$ cat src/rtl/garage_input_conditioner.sv
// Input conditioning for the garage door controller: per-input 2-flop sync and debounce,
// plus a press-to-pulse FSM with limit-fault gating and post-release lockout.
module garage_input_conditioner #(
    parameter int unsigned DEBOUNCE_CYCLES = 16,
    parameter int unsigned CNT_W           = 5,
    parameter int unsigned LOCKOUT_CYCLES  = 64,
    parameter int unsigned LOCK_W          = 7
) (
    input  logic CLK,
    input  logic RST,
    input  logic Btn_Raw,
    input  logic Up_Raw,
    input  logic Dn_Raw,
    output logic Activate,
    output logic Up_Max,
    output logic Dn_Max,
    output logic Lim_Fault
);

    typedef enum logic [1:0] {
        WAIT_PRESS = 2'b00,
        PRESSED    = 2'b01,
        LOCKOUT    = 2'b10
    } state_t;

    localparam logic [CNT_W-1:0]  DB_LAST  = CNT_W'(DEBOUNCE_CYCLES - 1);
    localparam logic [LOCK_W-1:0] LOCK_END = LOCK_W'(LOCKOUT_CYCLES - 1);

    // Channel order in the vectors below: bit 0 button, bit 1 upper limit, bit 2 lower limit.
    logic [2:0]       raw;
    logic [2:0]       sync1;
    logic [2:0]       sync2;
    logic [2:0]       stable;
    logic [CNT_W-1:0] db_cnt [3];

    logic              btn_db;
    state_t            state;
    state_t            state_next;
    logic [LOCK_W-1:0] lock_cnt;
    logic [LOCK_W-1:0] lock_next;
    logic              act_next;

    assign raw = {Dn_Raw, Up_Raw, Btn_Raw};

    always_ff @(posedge CLK or negedge RST) begin
        if (!RST) begin
            sync1 <= '0;
            sync2 <= '0;
        end else begin
            sync1 <= raw;
            sync2 <= sync1;
        end
    end

    // A mismatch must persist DEBOUNCE_CYCLES consecutive samples; any agreement restarts it.
    always_ff @(posedge CLK or negedge RST) begin
        if (!RST) begin
            stable <= '0;
            for (int unsigned i = 0; i < 3; i++) begin
                db_cnt[i] <= '0;
            end
        end else begin
            for (int unsigned i = 0; i < 3; i++) begin
                if (sync2[i] == stable[i]) begin
                    db_cnt[i] <= '0;
                end else if (db_cnt[i] == DB_LAST) begin
                    stable[i] <= sync2[i];
                    db_cnt[i] <= '0;
                end else begin
                    db_cnt[i] <= db_cnt[i] + CNT_W'(1);
                end
            end
        end
    end

    assign btn_db = stable[0];
    assign Up_Max = stable[1];
    assign Dn_Max = stable[2];

    always_ff @(posedge CLK or negedge RST) begin
        if (!RST) begin
            Lim_Fault <= 1'b0;
        end else begin
            Lim_Fault <= stable[1] & stable[2];
        end
    end

    always_ff @(posedge CLK or negedge RST) begin
        if (!RST) begin
            state    <= WAIT_PRESS;
            lock_cnt <= '0;
            Activate <= 1'b0;
        end else begin
            state    <= state_next;
            lock_cnt <= lock_next;
            Activate <= act_next;
        end
    end

    // Pulse gating uses the registered fault seen before this edge.
    always_comb begin
        state_next = state;
        lock_next  = lock_cnt;
        act_next   = 1'b0;
        case (state)
            WAIT_PRESS: begin
                if (btn_db) begin
                    state_next = PRESSED;
                    act_next   = ~Lim_Fault;
                end
            end
            PRESSED: begin
                if (!btn_db) begin
                    state_next = LOCKOUT;
                    lock_next  = '0;
                end
            end
            LOCKOUT: begin
                lock_next = lock_cnt + LOCK_W'(1);
                if (lock_next >= LOCK_END) begin
                    state_next = WAIT_PRESS;
                end
            end
            default: begin
                state_next = WAIT_PRESS;
                lock_next  = '0;
            end
        endcase
    end

endmodule

$ cat config.mk
export PLATFORM = sky130hd
export DESIGN_NAME = garage_input_conditioner
export DESIGN_NICKNAME = d
export VERILOG_FILES = /design/src/rtl/garage_input_conditioner.sv
export SDC_FILE = /design/constraint.sdc
export NUM_CORES = 1
export LEC_CHECK = 0
export BUFFER_PORTS_ARGS = -buffer_cell sky130_fd_sc_hd__buf_4
export CORE_ASPECT_RATIO = 1.4
export CORE_MARGIN = 3
export CORE_UTILIZATION = 58
export DETAILED_ROUTE_END_ITERATION = 10
export PLACE_DENSITY_LB_ADDON = 0.05
export SYNTH_ARGS = -nofsm -noshare
export SYNTH_HDL_FRONTEND = slang
export SYNTH_SLANG_ARGS = --single-unit
$ cat constraint.sdc
create_clock -name CLK -period 1.9 [get_ports CLK]
set_input_delay 0.38 -clock CLK [delete_from_list [all_inputs] [get_ports CLK]]
set_output_delay 0.38 -clock CLK [all_outputs]
set_load 0.01 [all_outputs]
## Yosys cells after proc, flatten, opt, wreduce, memory -nomap -nowiden

Index checks and enable logic that the tools add are counted.
W data, S select, Z words.

- Reduce and logical (&&, ||, !) cells: 6
- Equal/unequal tests: 11
- Magnitude comparators: 1
- Bitwise gates (word level): 6
- Muxes and demuxes: 14
- Add/subtract/negate cells: 4

Operators with widths:

| cell | number |
|---|---|
| $mux W5 | 6 |
| $pmux W7 S3 | 1 |
| $add A5 B1 Y5 const B | 3 |
| $eq A5 B4 Y1 const B | 3 |
| $reduce_and A2 Y1 | 4 |
| $add A7 B1 Y7 const B | 1 |
| $ge A7 B6 Y1 const B | 1 |
| $mux W7 | 1 |
| $mux W2 | 3 |
| $ne A2 B2 Y1 const B | 3 |
| $pmux W2 S3 | 1 |
| $not A1 Y1 | 5 |
| $eq A1 B1 Y1 | 3 |
| $reduce_and A3 Y1 | 1 |
| $eq A2 B1 Y1 const B | 1 |
| $eq A2 B2 Y1 const B | 1 |
| $logic_not A2 Y1 | 1 |
| $mux W1 | 2 |
| $and A1 B1 Y1 | 1 |

- Input bits: 5
- Register bits after elaboration: 35
- Output and inout port bits: 4
- Word-level logic and storage cells: 54

## Longest topological paths before layout

- Depth after elaboration: 4
- Mapped depth: 6
- Gate-level depth less buffers: 6

## Worst setup path before layout

Ideal clock, no wire load.

- Path kind: flip-flop to flip-flop
- Start: register lock_cnt[0]
- End: register state[1]
- Arrival: 1.285 ns
- Setup time: 0.131 ns
- Data required time: 1.769 ns
- Path buffers: 0
- Slack: 0.484 ns
- Cell stages (with the launch flop): 7
- Period minus slack after synthesis: 1.416 ns
- Cell sequence: dfrtp_1 ha_1 nand2b_1 o21ai_2 a21oi_2 nor3_1 o32ai_1

- Longest elaborated chain between the ends: 4

Ends and longest elaborated chain:

| item | RTL line | text |
|---|---|---|
| start: declaration | 39 | `logic [LOCK_W-1:0] lock_cnt;` |
| start signal: assignment | 95 | `lock_cnt <= lock_next;` |
| $add A7 B1 Y7 | 119 | `lock_next = lock_cnt + LOCK_W'(1);` |
| $ge A7 B6 Y1 | 120 | `if (lock_next >= LOCK_END) begin` |
| $ne A2 B2 Y1 (no line) | - |  |
| $reduce_and A3 Y1 (no line) | - |  |
| end signal: assignment | 94 | `state <= state_next;` |
| end: declaration | 37 | `state_t state;` |

Every way passes these cells.
A chain may end at the register's enable or synchronous reset.

## Final worst setup path

Same ends and word-level chain as after synthesis.

==> metrics.txt <==
top cells by area in the synthesized netlist=sky130_fd_sc_hd__dfrtp_1 (61%), sky130_fd_sc_hd__xor2_1 (6.1%), sky130_fd_sc_hd__ha_1 (4.3%); yosys warns=0; aggregate negative setup slack=0 ps; number of global-route vias before repair=963; dominant cell type by area after synthesis=sky130_fd_sc_hd__dfrtp_1; number of pins exceeding their max-slew limit in the final report=0; Setup violations, final=0; post-synthesis sequential element count=35; worst-path cell chain=ha_1 -> nand2b_1 -> o21ai_2 -> a21oi_2 -> nor3_1 -> o32ai_1; TritonRoute pass-1 iters=3; total core area=roughly 0.0023 mm^2; post-layout instance count excluding filler cells=roughly 170; Wirelength per Cell=between 10 and 15 um; Setup crit end kind=flop; H-Tree Level Count=2; post-DP HPWL=about 1400 um; status=finished, final reports clean; Inst Count DP=between 150 and 200; DIE AREA=0.00313 mm^2; maximum fanout encountered on the critical timing path=7; leading cell types in the layout, fill and taps excluded=sky130_fd_sc_hd__dfrtp_1 (35), sky130_fd_sc_hd__nor2_1 (14), sky130_fd_sc_hd__o21ai_0 (12); sort of element at the start of the critical path=flop; number of distinct standard cells referenced by the synthesized netlist=26; max-capacitance violation count=0; Filler Cell Count=169; post-route antenna net violation count=0; antenna diode instance count=0; CTS resizes=0; leakage=between 0.0008 and 0.0009 uW; Final #Nets=150; Layout Area Growth over Synthesis=12.8%; first-pass GRT wire length=~3900 um; number of placed I/O pins=9; actual slew at the worst max-slew pin=~420 ps; maximum buffer depth of the clock tree=2; clock transition at the registers of the reported paths=around 100 ps; total via count after detailed routing=approximately 900; IR drop worst, VDD=a little under 0.7 mV; maximum clock rate=roughly 640 MHz; worst setup path class=reg -> reg; maximum cell stage delay along the critical path=roughly 450 ps; number of hold violations in the final report=0; total wire length after detailed routing=between 2000 and 2500 um; total clock buffers created by CTS=5; buffers added on ports=8; clock tree from TritonCTS=done; time the worst path needs with I/O delays and setup=~1600 ps; arrival time reported for the critical path endpoint=approximately 1800 ps; area taken by flip-flops and latches=876 um^2; worst hold slack after final layout=around 140 ps; Worst path slowest cell=sky130_fd_sc_hd__dfrtp_1; Clk Latency, worst-skew pair=approximately 340 ps; GRT Resource Usage Total=0.181; leading cell type in the layout, fill and taps excluded=sky130_fd_sc_hd__dfrtp_1; routability congestion estimate=roughly 0.87; Max-slew headroom=0.720; Overflow after GRT=0; Root Buffer Master=sky130_fd_sc_hd__clkbuf_4; Syn Std Cell Area=~0.0014 mm^2; share of Yosys cell area claimed by the top area cell type=0.608; vertical die dimension=65.0 um; number of core rows=20; CP bufs+invs=0; ratio of cells with drive above 1 in the final layout=0.177; clock sinks=35; power density over the cells=between 800 and 900 mW/mm^2; Mapped Nets=between 100 and 150; DRC=0; area of combinational cells with multiple inputs=approximately 550 um^2; kind of cell with the highest combined delay on the critical path=flip-flops; synthesized instance count=124; maximum number of pins on one net before global-route repair=36; starting utilization of the core area=0.633; via/cell ratio=~5.2; Tightest Hold Check Type=in -> reg; Starting DRT DRC Count=15; unrepaired setup endpoints after global routing=no; sequential fraction of the synthesis area=0.608; required time worst endpoint=roughly 2100 ps; antenna violations before repair=0; synthesized area per cell=11.6 um^2; total power of the final layout=between 1000 and 1500 uW; fin crit share=0.819; worst-case clock skew=3.46 ps; Die X-Extent=roughly 48 um
==> where the power goes <==
part / switching [uW] / total, uW / internal (uW)
clock network: 243 / 459 / 216
logic: 42.2 / 72.6 / 30.4
registers: 26.5 / 800 / 773
==> worst paths after layout <==
kind,from,endpoint,slack (ps),depth (start not counted)
hold reg to reg,sync1[1],sync2[1],360,0
setup reg to reg,lock_cnt[0],state[1],340,6
max in group asynchronous,RST,db_cnt[6],1090,2
setup / recovery,lock_cnt[0],state[1],340,6
hold / removal,Btn_Raw,sync1[0],140,1
min in group asynchronous,RST,sync2[0],510,2
==> worst reg2reg max path: cells and delay by family (launching register included) <==
kind / cells / cell delay (ps)
flops: 1 / 450
simple gates: 2 / 380
compound gates: 3 / 310
fa+ha+maj: 1 / 300
==> registers in the layout, summed over array words and instances, names as in the netlist <==
register and count:
lock_cnt 7, db_cnt 15, Activate 1, stable 3, sync2 3, sync1 3, state 2, Lim_Fault 1
==> stage by stage <==
step | instance area, um^2 | util | setup WS [ps]
after floorplan | 1440 | - | 484
after global placement | 1540 | 0.677 | 440
after detailed placement | 1540 | 0.677 | 362
after CTS | 1630 | 0.714 | 339
after global routing | 1630 | 0.714 | 222
final | 1630 | 0.714 | 344
==> layer usage <==
metal | track usage | wire length (um) | part of all wire
met5 | 0 | 0 | 0
met4 | 0.0808 | 50 | 0.024
met3 | 0.0750 | 101 | 0.048
met2 | 0.278 | 1080 | 0.51
met1 | 0.214 | 886 | 0.42
==> cell families (layout without fill, tap and decap cells) <==
logic type	count (synthesis)	after routing	share of synthesized area
AOI/OAI and AO/OA	19	19	0.0781
xor gates and xnor gates	11	11	0.0668
adders and majority gates	5	5	0.0434
buffers and inverters	3	20	0.00781
DFF	35	35	0.608
muxes	3	3	0.0234
and+or+nand+nor	48	48	0.173
==> cells in the mapped netlist (all sizes together) <==
library cell,count
nor3,2
ha,5
and2,6
o21ai,13
a21oi,2
dfrtp,35
nor2b,2
o31ai,2
nor2,15
nand3,8
xnor2,1
xor2,10
and3,3
inv,3
a31oi,1
nand2,6
nand2b,5
nor3b,1
o32ai,1
mux2,3
==> repair_timing <==
action	4_1_cts	5_1_grt
hold endpoints to repair	35	0
hold buffers	1	0
buffers inserted	0	0
==> cell type report <==
class / instances / area share
Sequential cell: 35 / 0.539
Multi-Input combinational cell: 86 / 0.341
Timing Repair Buffer: 9 / 0.0431
Clock buffer: 7 / 0.0400
Tap cell: 33 / 0.0254
Inverter: 3 / 0.00693
Clock inverter: 1 / 0.00462
Power figures use the tool's default switching activity.
